[src/rtl/imem_loader.sv]
// -----------------------------------------------------------------------------
// imem_loader
//
// Writer side of the instruction memory. Receives a program image as a byte
// stream over a valid/ready link and writes 16-bit instruction words into the
// instruction memory, holding the core in reset until the final word has been
// committed.
//
// Stream format: LEN_HI, LEN_LO (big-endian word count N), then N words, each
// sent high byte first.
//
// Parameters:
//   DEPTH      instruction memory size in words; largest legal word count
//   BASE_ADDR  memory address of the first loaded word
//   TIMEOUT    max idle cycles between accepted bytes once loading has
//              started (LEN_LO/DAT_HI/DAT_LO); 0 disables the timeout
//
// Ports:
//   clk         system clock, rising edge
//   rst         asynchronous active-low reset
//   start       one-cycle pulse starting a load (honoured in IDLE/DONE/ERR)
//   rx_data     incoming byte
//   rx_valid    rx_data is valid
//   rx_ready    loader can accept a byte
//   imem_we     instruction memory write enable, one-cycle pulse per word
//   imem_addr   write address (held while imem_we is low)
//   imem_wdata  write data (held while imem_we is low)
//   cpu_hold    1 = core held in reset / PC frozen
//   done        level, load completed successfully
//   err         level, load aborted (oversize count or timeout)
// -----------------------------------------------------------------------------
module imem_loader #(
    parameter int unsigned  DEPTH     = 256,
    parameter logic [15:0]  BASE_ADDR = 16'h0000,
    parameter int unsigned  TIMEOUT   = 1000
) (
    input  logic        clk,
    input  logic        rst,
    input  logic        start,
    input  logic [7:0]  rx_data,
    input  logic        rx_valid,
    output logic        rx_ready,
    output logic        imem_we,
    output logic [15:0] imem_addr,
    output logic [15:0] imem_wdata,
    output logic        cpu_hold,
    output logic        done,
    output logic        err
);

    typedef enum logic [2:0] {
        S_IDLE,
        S_LEN_HI,
        S_LEN_LO,
        S_DAT_HI,
        S_DAT_LO,
        S_FLUSH,
        S_DONE,
        S_ERR
    } state_t;

    // Idle counter only needs to reach TIMEOUT-1.
    localparam int unsigned    TW      = (TIMEOUT > 1) ? $clog2(TIMEOUT + 1) : 1;
    localparam logic [TW-1:0]  TO_LAST = (TIMEOUT > 0) ? TW'(TIMEOUT - 1) : '0;

    state_t        state_q,    state_d;
    logic [7:0]    len_hi_q,   len_hi_d;
    logic [15:0]   len_q,      len_d;
    logic [15:0]   idx_q,      idx_d;
    logic [7:0]    dhi_q,      dhi_d;
    logic [TW-1:0] tcnt_q,     tcnt_d;
    logic          rx_ready_q, rx_ready_d;
    logic          we_q,       we_d;
    logic [15:0]   addr_q,     addr_d;
    logic [15:0]   wdata_q,    wdata_d;
    logic          hold_q,     hold_d;
    logic          done_q,     done_d;
    logic          err_q,      err_d;

    logic          accept;
    logic          timed;
    logic [15:0]   len_word;

    assign accept   = rx_valid && rx_ready_q;
    assign len_word = {len_hi_q, rx_data};
    assign timed    = (state_q == S_LEN_LO) || (state_q == S_DAT_HI) ||
                      (state_q == S_DAT_LO);

    always_comb begin
        state_d  = state_q;
        len_hi_d = len_hi_q;
        len_d    = len_q;
        idx_d    = idx_q;
        dhi_d    = dhi_q;
        tcnt_d   = '0;          // cleared on accept and on every state entry
        we_d     = 1'b0;
        addr_d   = addr_q;
        wdata_d  = wdata_q;

        case (state_q)
            S_IDLE, S_DONE, S_ERR: begin
                if (start) state_d = S_LEN_HI;
            end
            S_LEN_HI: begin
                if (accept) begin
                    len_hi_d = rx_data;
                    state_d  = S_LEN_LO;
                end
            end
            S_LEN_LO: begin
                if (accept) begin
                    if (len_word == 16'd0) begin
                        state_d = S_DONE;
                    end else if (32'(len_word) > DEPTH) begin
                        state_d = S_ERR;
                    end else begin
                        len_d   = len_word;
                        idx_d   = '0;
                        state_d = S_DAT_HI;
                    end
                end
            end
            S_DAT_HI: begin
                if (accept) begin
                    dhi_d   = rx_data;
                    state_d = S_DAT_LO;
                end
            end
            S_DAT_LO: begin
                if (accept) begin
                    we_d    = 1'b1;
                    addr_d  = BASE_ADDR + idx_q;
                    wdata_d = {dhi_q, rx_data};
                    if (idx_q == len_q - 16'd1) begin
                        state_d = S_FLUSH;
                    end else begin
                        idx_d   = idx_q + 16'd1;
                        state_d = S_DAT_HI;
                    end
                end
            end
            // Final write pulse is on the bus during this cycle; release
            // happens only after it.
            S_FLUSH: state_d = S_DONE;
            default: state_d = S_IDLE;
        endcase

        if (timed && !accept && (TIMEOUT != 0)) begin
            if (tcnt_q == TO_LAST) begin
                state_d = S_ERR;
            end else begin
                tcnt_d = tcnt_q + TW'(1);
            end
        end
    end

    // Status outputs are registered from the next state so they line up
    // with the state they describe.
    always_comb begin
        rx_ready_d = (state_d == S_LEN_HI) || (state_d == S_LEN_LO) ||
                     (state_d == S_DAT_HI) || (state_d == S_DAT_LO);
        done_d     = (state_d == S_DONE);
        err_d      = (state_d == S_ERR);
        hold_d     = (state_d != S_DONE);
    end

    always_ff @(posedge clk or negedge rst) begin
        if (!rst) begin
            state_q    <= S_IDLE;
            len_hi_q   <= '0;
            len_q      <= '0;
            idx_q      <= '0;
            dhi_q      <= '0;
            tcnt_q     <= '0;
            rx_ready_q <= 1'b0;
            we_q       <= 1'b0;
            addr_q     <= '0;
            wdata_q    <= '0;
            hold_q     <= 1'b1;
            done_q     <= 1'b0;
            err_q      <= 1'b0;
        end else begin
            state_q    <= state_d;
            len_hi_q   <= len_hi_d;
            len_q      <= len_d;
            idx_q      <= idx_d;
            dhi_q      <= dhi_d;
            tcnt_q     <= tcnt_d;
            rx_ready_q <= rx_ready_d;
            we_q       <= we_d;
            addr_q     <= addr_d;
            wdata_q    <= wdata_d;
            hold_q     <= hold_d;
            done_q     <= done_d;
            err_q      <= err_d;
        end
    end

    assign rx_ready   = rx_ready_q;
    assign imem_we    = we_q;
    assign imem_addr  = addr_q;
    assign imem_wdata = wdata_q;
    assign cpu_hold   = hold_q;
    assign done       = done_q;
    assign err        = err_q;

endmodule

[config.mk]
export PLATFORM = sky130hd
export DESIGN_NAME = imem_loader
export DESIGN_NICKNAME = d
export VERILOG_FILES = /design/src/rtl/imem_loader.sv
export SDC_FILE = /design/constraint.sdc
export NUM_CORES = 1
export LEC_CHECK = 0
export ABC_CLOCK_PERIOD_IN_PS = 3300
export BUFFER_PORTS_ARGS = -buffer_cell sky130_fd_sc_hd__buf_2
export CAP_MARGIN = 20
export CORE_MARGIN = 2
export CORE_UTILIZATION = 59
export CTS_CLUSTER_DIAMETER = 40
export DETAILED_ROUTE_END_ITERATION = 7
export GPL_ROUTABILITY_DRIVEN = 0
export PLACE_DENSITY = 0.82
export SLEW_MARGIN = 20
export SYNTH_ARGS = -nofsm -noshare
export SYNTH_HDL_FRONTEND = slang
export SYNTH_SLANG_ARGS = --single-unit
[constraint.sdc]
create_clock -name clk -period 3.3 [get_ports clk]
set_input_delay 0.165 -clock clk [delete_from_list [all_inputs] [get_ports clk]]
set_output_delay 0.165 -clock clk [all_outputs]
set_load 0.02 [all_outputs]
# Word level (Yosys, flattened, before mapping)
# Index checks and enable logic that the tools add are counted.
[classes]
mul = 0
n_addsub = 3
n_eq_ne = 21
muxes = 21
n_shift = 0
magnitude_cmp = 1
n_div = 0
reduce_logical = 17
bitwise = 2
[op_table]
columns = ["op", "n"]
rows = [
  ["2-to-1 mux 16 bit", 5],
  ["case mux 16 bit (2 select lines)", 1],
  ["2-to-1 mux 3 bit", 10],
  ["== test 3 bit (second input constant)", 7],
  ["2-to-1 mux 10 bit", 2],
  ["case mux 3 bit (6 select lines)", 1],
  ["adder 16 x 1 -> 16 bit (second input constant)", 1],
  ["== test 16 bit", 1],
  ["greater-than comparator 16 x 9 -> 1 bit (second input constant)", 1],
  ["zero test 16 bit", 1],
  ["subtractor 16 x 1 -> 16 bit (second input constant)", 1],
  ["== test 3 x 2 -> 1 bit (second input constant)", 4],
  ["adder 10 x 1 -> 10 bit (second input constant)", 1],
  ["== test 10 bit (second input constant)", 1],
  ["inequality test 2 bit (second input constant)", 5],
  ["== test 3 x 1 -> 1 bit (second input constant)", 2],
  ["AND reduction 2 bit", 3],
  ["AND reduction 6 bit", 1],
  ["logical OR 1 bit", 5],
  ["AND reduction 4 bit", 1],
  ["zero test 3 bit", 1],
  ["inequality test 3 bit (second input constant)", 1],
  ["OR reduction 3 bit", 1],
  ["logical AND 1 bit", 2],
  ["4 further kinds", 6],
]
[totals]
n_memories = 0
register_bits = 98
ram_bits = 0
in_bits = 12
latch_bits = 0
wordCells = 78
output_inout_bits = 37
mem_bits_ro = 0

# Depth between registers and ports, before layout
# Gate-level depths: netlist (run 1).
[depth]
ltp_word = 11
mapped_depth = 10

# Least setup slack after synthesis (run 1)
# No wires, ideal clock.
[synth_timing]
path_type = "register to register"
start = "register len_q[0]"
end = "register err_q, in the netlist err"
period_less_slack_ns = 2.791
t_arrival_ns = 2.672
required_ns = 3.180
n_path_buf = 0
slack_ns = 0.509
path_stages_with_launch = 10
setup_ns = 0.120
path_cell_list = "dfrtp_1 > inv_1 > ha_1 > or4b_1 > or4_1 > nand4_1 > a311oi_4 > and4_4 > or3_1 > and3_1"
[synth_between]
elab_chain_len = 8
[synth_lines]
columns = ["item", "line", "source"]
rows = [
  ["from (decl)", "68", "logic [15:0] len_q, len_d;"],
  ["from (signal assigned)", "185", "len_q <= len_d;"],
  ["subtractor 16 x 1 -> 16 bit (*)", "134", "if (idx_q == len_q - 16'd1) begin"],
  ["== test 16 bit (*)", "134", ""],
  ["2-to-1 mux 3 bit (*)", "134", ""],
  ["2-to-1 mux 3 bit (*)", "130", "if (accept) begin"],
  ["case mux 3 bit (6 select lines) (*)", "100", "case (state_q)"],
  ["2-to-1 mux 3 bit", "149", "if (tcnt_q == TO_LAST) begin"],
  ["2-to-1 mux 3 bit (*)", "148", "if (timed && !accept && (TIMEOUT != 0)) begin"],
  ["net state_d[2]", "66", "state_t state_q, state_d;"],
  ["== test 3 bit (*)", "163", "err_d = (state_d == S_ERR);"],
  ["net err_d", "78", "logic err_q, err_d;"],
  ["to (signal assigned)", "195", "err_q <= err_d;"],
  ["to (decl)", "78", ""],
]
# The timed path passes the listed nets; every way through them passes the cells marked *.
# A chain may end at the register's enable or synchronous reset.

# Worst setup path in the final report (run 1)
[layout_timing]
start = "register len_q[0]"
end = "register idx_q[11]"
[layout_between]
elab_chain_len = 4
[layout_lines]
columns = ["item", "line", "source"]
rows = [
  ["subtractor 16 x 1 -> 16 bit", "134", ""],
  ["== test 16 bit", "134", ""],
  ["inequality test 2 bit (no line)", "--", ""],
  ["AND reduction 6 bit (no line)", "--", ""],
  ["to (signal assigned)", "186", "idx_q <= idx_d;"],
  ["to (decl)", "69", "logic [15:0] idx_q, idx_d;"],
]
# Every way passes these cells.

==> results.py, run 1 <==
metrics = {
    "die": {
        "core_mm2": 0.00777,
        "start_util": 0.614,
        "dieArea_mm2": 0.00882,
        "rows": 32,
        "fp.dieW_um": 93.9,
        "top_level_ports": 49,
        "fp.dieH_um": 93.9,
    },
    "route": {
        "dr.pass1.iters": 5,
        "wirelength_um": 9880,
        "dr.first_iter.drc_count": 235,
        "antenna_left": 0,
        "via_per_inst": 6.07,
        "vias": 3547,
        "drcViolationCount": 0,
        "wl_per_cell_um": 16.9,
    },
    "clock_tree": {
        "path_clk_slew_ns": 0.08,
        "cts_tree": "done",
        "numCtsBuffers": 9,
        "ctsRootBufferMaster": "clkbuf_8",
        "worstSkewPairLatency_ns": 0.37,
        "cts_setup_buffers": 0,
        "clkSinkCount": 98,
        "clockBufferDepth": 2,
        "postCtsResizedCells": 0,
        "h-tree-depth": 3,
    },
    "grt": {
        "grt_max_degree": 59,
        "first_global_vias": 3498,
        "grt_pass1_wl_um": 16800,
        "antenna_found_initial": 0,
        "grt_util_all_layers": 0.246,
        "overflow": 0,
    },
    "cells_and_area": {
        "n_fill_cell": 605,
        "drive_above_1_share": 0.276,
        "instances_no_fill": 584,
        "antenna_cells": 0,
        "layout_commonest_cell": "dfrtp_1",
        "final_net_count": 492,
        "synthToLayoutAreaGrowth_pct": 11.9,
        "utilization": 0.687,
        "mostFrequentLayoutCells": "dfrtp_1, mux2_2, buf_2",
    },
    "sta": {
        "fmax_ghz": 0.317,
        "tightest_slew_ns": 0.757,
        "fin_crit_sh": 0.957,
        "hold_violations": 0,
        "setup_viol": 0,
        "fin_skew_ns": 0.0123,
        "drv_slew": 0,
        "maxSlewHeadroom": 0.491,
        "min_period_ns": 3.16,
        "fin_setup_tns_ns": 0,
        "rsz0062_at_grt": "false",
    },
    "power_and_ir_drop": {
        "p_leak_uw": 0.00251,
        "ir_drop_mv": 0.486,
        "powerDensity_mw_per_mm2": 715,
    },
    "logic_synthesis": {
        "syn_area_mm2": 0.00477,
        "synthFlopType": "dfrtp_1",
        "synth-seq-cells": 98,
        "yosysWarnings": 0,
        "ys_types": 58,
        "syn_nets": 447,
        "avgSynthCellArea_um2": 11.0,
        "syn_inst": 432,
        "synth-async-reset-ratio": 1.00,
        "synth_edf_count": 0,
        "ys_seq_area_frac": 0.514,
    },
    "worst_setup_path": {
        "critPathArrivalTime_ns": 3.44,
        "cp.required_ns": 3.58,
        "worstSetupPathType": "flop to flop",
        "cp_max_fo": 15,
        "crit_path_start_kind": "flop",
        "worstSetupEndpointType": "flop",
    },
    "placement": {
        "dp_cells": 567,
        "dp_hpwl_um": 6890,
        "io_buffers": 48,
    },
    "status": {
        "outcome": "finished, final reports clean",
    },
    "min_path": {
        "hold_class": "input pin to flop",
    },
    "run": {
        "maxCapViolations": 0,
    },
}
## final cells by class
class	count	area [µm²]	area share
well taps	102	128	0.0239
clock inverters	4	76.3	0.0143
flip-flops and latches	98	2450	0.460
inverters	6	22.5	0.00422
multi-input cells	309	2230	0.418
clock buffers	12	145	0.0272
repair buffers	53	283	0.0530
## where the power goes
part | switching, µW | internal [µW] | total, µW
Clock | 405 | 450 | 855
Combinational | 669 | 527 | 1200
Sequential | 271 | 1490 | 1760
## cells in the mapped netlist, types with 2 or more instances
library cell	count	area (µm²)
o21ai_0	17	85.1
or4_1	5	37.5
or3_1	7	43.8
o211ai_1	2	15.0
a41oi_1	3	26.3
nor3_1	10	50.1
clkbuf_1	16	60.1
and3_1	10	62.6
or3_2	2	15.0
a21oi_1	10	50.1
nor2_1	26	97.6
inv_1	6	22.5
xnor2_1	17	149
nand4_1	7	43.8
buf_1	2	7.51
and4_1	2	17.5
xor2_1	9	78.8
mux2_2	51	574
o31ai_1	4	30.0
nor4_1	7	43.8
and3b_1	2	17.5
o22ai_1	2	12.5
nand4b_1	6	52.6
ha_1	3	37.5
nand3_1	16	80.1
dfrtp_1	97	2430
and2_1	7	43.8
nor2b_1	8	50.1
nand2b_1	4	25.0
nand2_1	41	154
mux2i_1	6	60.1
## path summary, 6_finish.rpt
check,startpoint,end,slack [ns],cells after the start
max,len_q[0]$_DFFE_PN0P_,idx_q[11]$_DFFE_PN0P_,0.14,9
min,rx_data[6],len_q[6]$_DFFE_PN0P_,0.06,3
max reg2reg,len_q[0]$_DFFE_PN0P_,idx_q[11]$_DFFE_PN0P_,0.14,9
min reg2reg,tcnt_q[0]$_DFF_PN0_,tcnt_q[0]$_DFF_PN0_,0.49,1
max in group asynchronous,rst,cpu_hold$_DFF_PN1_,2.08,3
min in group asynchronous,rst,len_q[9]$_DFFE_PN0P_,0.39,2
## cell families after synthesis
| group | count (synthesis) | synth area share |
|---|---|---|
| simple gates | 171 | 0.195 |
| flops | 98 | 0.514 |
| mux | 57 | 0.133 |
| compound gates | 52 | 0.0795 |
| xor+xnor | 26 | 0.0477 |
| buf+inv | 25 | 0.0220 |
| fa+ha+maj | 3 | 0.00787 |
## metrics by stage
step	setup slack [ns]	area, µm²	hold WS, ns	power [µW]
2_1_floorplan	0.509	4770	-0.131	2620
3_5_place_dp	0.241	5100	0.271	2960
6_report	0.141	5340	0.0630	3820
4_1_cts	0.181	5330	0.0549	3830
3_3_place_gp	0.386	5100	0.261	2900
5_1_grt	0.0289	5340	0.0620	4040
## flip-flops by register name (all words and copies together), names as in the netlist
signal,cells
idx_q,16
imem_we,1
rx_ready,1
dhi_q,8
len_hi_q,8
done,1
cpu_hold,1
imem_addr,16
imem_wdata,16
err,1
tcnt_q,10
state_q,3
len_q,16
## worst max-delay path, cell delays in order (launching register included)
cell and delay (ns):
dfrtp_1 0.44, inv_1 0.11, ha_1 0.29, or4b_1 0.51, or4_1 0.43, nand4_1 0.15, a311oi_4 0.15, and4_4 0.26
or4_1 0.55, a21oi_1 0.19
## per-layer routing
layer	share of wire	wire length (µm)	vias up	GRT usage
li1	-	-	1651	-
met1	0.43	4260	1745	0.321
met2	0.48	4740	120	0.396
met3	0.056	553	31	0.0626
met4	0.032	320	0	0.0954
met5	0	0	-	0
## repair_timing
| item | 4_1_cts | 5_1_grt |
|---|---|---|
| setup endpoints to repair | 0 | 0 |
| hold buffers | 1 | 0 |
| hold endpoints to repair | 56 | 0 |
Note: power is estimated with default switching activity, not from simulation.
==> inputs of run 2 (changes only) <==
ABC_AREA = 0   (was not set)
CORE_UTILIZATION = 25   (was 59)
PLACE_DENSITY = 0.41   (was 0.82)
==> results.py, run 2 (synthesis results as in run 1) <==
metrics = {
    "grt": {
        "antenna_found_initial": 0,
        "first_global_vias": 3579,
        "grt_max_degree": 99,
        "grt_pass1_wl_um": 18600,
        "grt_util_all_layers": 0.118,
        "overflow": 0,
    },
    "clock_tree": {
        "postCtsResizedCells": 0,
        "numCtsBuffers": 9,
        "worstSkewPairLatency_ns": 0.36,
        "path_clk_slew_ns": 0.07,
        "clockBufferDepth": 2,
        "cts_tree": "done",
        "ctsRootBufferMaster": "clkbuf_16",
        "h-tree-depth": 3,
        "clkSinkCount": 98,
    },
    "worst_setup_path": {
        "crit_buf_inv": 1,
        "worstSetupPathType": "flop to flop",
        "cpPeakStageDelay_ns": 0.50,
        "worstSetupEndpointType": "flop",
        "cp.depth": 9,
        "cp.required_ns": 3.55,
        "reg2regPathDepth": 9,
        "crit_path_start_kind": "flop",
        "critical-path-top-delay-family": "simple AND/OR/NAND/NOR gates",
        "critPathArrivalTime_ns": 3.30,
        "cp_max_fo": 15,
        "cp_slowest_cell": "or4b_1",
        "crit_chain": "inv_1 > ha_1 > or4b_1 > or4_1 > nand4_1 > a311oi_4 > and4_4 > or3_1 > and3_1",
    },
    "die": {
        "dieArea_mm2": 0.0202,
        "core_mm2": 0.0187,
        "top_level_ports": 49,
        "rows": 50,
        "start_util": 0.255,
        "fp.dieH_um": 142,
        "fp.dieW_um": 142,
    },
    "sta": {
        "rsz0062_at_grt": "false",
        "setup_viol": 0,
        "worst_slack_ns": 0.253,
        "hold_violations": 0,
        "fin_skew_ns": 0.00858,
        "maxSlewHeadroom": 0.440,
        "min_period_ns": 3.05,
        "tightest_slew_ns": 0.840,
        "drv_slew": 0,
        "fin_setup_tns_ns": 0,
        "fin_crit_sh": 0.923,
        "fmax_ghz": 0.328,
    },
    "cells_and_area": {
        "fin_area_mm2": 0.00561,
        "seq_area_mm2": 0.00245,
        "final_net_count": 493,
        "synthToLayoutAreaGrowth_pct": 17.5,
        "layout_commonest_cell": "dfrtp_1",
        "drive_above_1_share": 0.280,
        "multiInputGateArea_mm2": 0.00222,
        "n_fill_cell": 1939,
        "mostFrequentLayoutCells": "dfrtp_1, mux2_2, buf_2",
        "antenna_cells": 0,
    },
    "placement": {
        "placed_cell_area_mm2": 0.00529,
        "io_buffers": 48,
        "dp_hpwl_um": 7870,
        "pre_cts_ws_ns": 0.252,
    },
    "power_and_ir_drop": {
        "powerDensity_mw_per_mm2": 726,
        "swShare": 0.354,
        "p_leak_uw": 0.00257,
        "switchingPower_uw": 1440,
        "ir_drop_mv": 0.331,
        "p_int_uw": 2630,
        "clockPowerShare": 0.275,
        "p_comb_frac": 0.295,
        "p_seq_frac": 0.430,
    },
    "run": {
        "maxCapViolations": 0,
    },
    "route": {
        "vias": 3456,
        "dr.first_iter.drc_count": 146,
        "drcViolationCount": 0,
        "antenna_left": 0,
        "via_per_inst": 4.82,
        "wirelength_um": 11200,
        "dr.pass1.iters": 4,
        "wl_per_cell_um": 15.7,
    },
    "status": {
        "outcome": "finished, final reports clean",
    },
    "min_path": {
        "hold_class": "input pin to flop",
        "holdPathStages": 3,
    },
}
-- run 2: cell type report --
cell class | instances | share of cell area
clock buffers | 9 | 0.0402
clock inverters | 7 | 0.0150
well taps | 234 | 0.0522
multi-input cells | 309 | 0.397
inverters | 6 | 0.00402
repair buffers | 54 | 0.0540
flip-flops and latches | 98 | 0.438
-- run 2: worst reg2reg max path: stages, from the launching register on --
cell and delay, ns:
dfrtp_1 0.44, inv_1 0.10, ha_1 0.29, or4b_1 0.50
or4_1 0.42, nand4_1 0.15, a311oi_4 0.14, and4_4 0.25
or3_1 0.44, and3_1 0.20
-- run 2: what timing repair did --
item,4_1_cts,5_1_grt
hold buffers,1,0
buffers inserted,0,0
hold endpoints to repair,97,0
-- run 2: path summary, 6_finish.rpt --
path / to / from / slack [ns]
setup / recovery: err$_DFF_PN0_ / len_q[0]$_DFFE_PN0P_ / 0.25
hold / removal: len_q[2]$_DFFE_PN0P_ / rx_data[2] / 0.08
setup reg to reg: err$_DFF_PN0_ / len_q[0]$_DFFE_PN0P_ / 0.25
hold reg to reg: tcnt_q[0]$_DFF_PN0_ / tcnt_q[0]$_DFF_PN0_ / 0.49
max in group asynchronous: tcnt_q[8]$_DFF_PN0_ / rst / 2.50
min in group asynchronous: len_q[12]$_DFFE_PN0P_ / rst / 0.41
-- run 2: metal layers --
metal	vias up	wire length [µm]	GRT usage
met5	-	0	0
met4	0	196	0.0384
met3	15	572	0.0303
met2	61	5260	0.193
met1	1725	5190	0.153
li1	1655	-	-
-- run 2: power by group through the flow --
| stage | Clock, µW | Combinational (µW) | Sequential, µW |
|---|---|---|---|
| 2_1_floorplan | 0 | 810 | 1810 |
| 3_3_place_gp | 0 | 1200 | 1770 |
| 3_5_place_dp | 0 | 1220 | 1780 |
| 4_1_cts | 1160 | 1220 | 1760 |
| 5_1_grt | 1210 | 1330 | 1800 |
| 6_report | 1120 | 1200 | 1750 |
-- run 2: stage by stage --
step	hold WS, ns	total power, µW	utilization	cells
2_1_floorplan	-0.131	2620	-	432
3_3_place_gp	0.274	2970	0.283	700
3_5_place_dp	0.275	2990	0.283	700
4_1_cts	0.0601	4140	0.300	717
5_1_grt	0.0839	4350	0.300	717
6_report	0.0757	4070	0.300	717
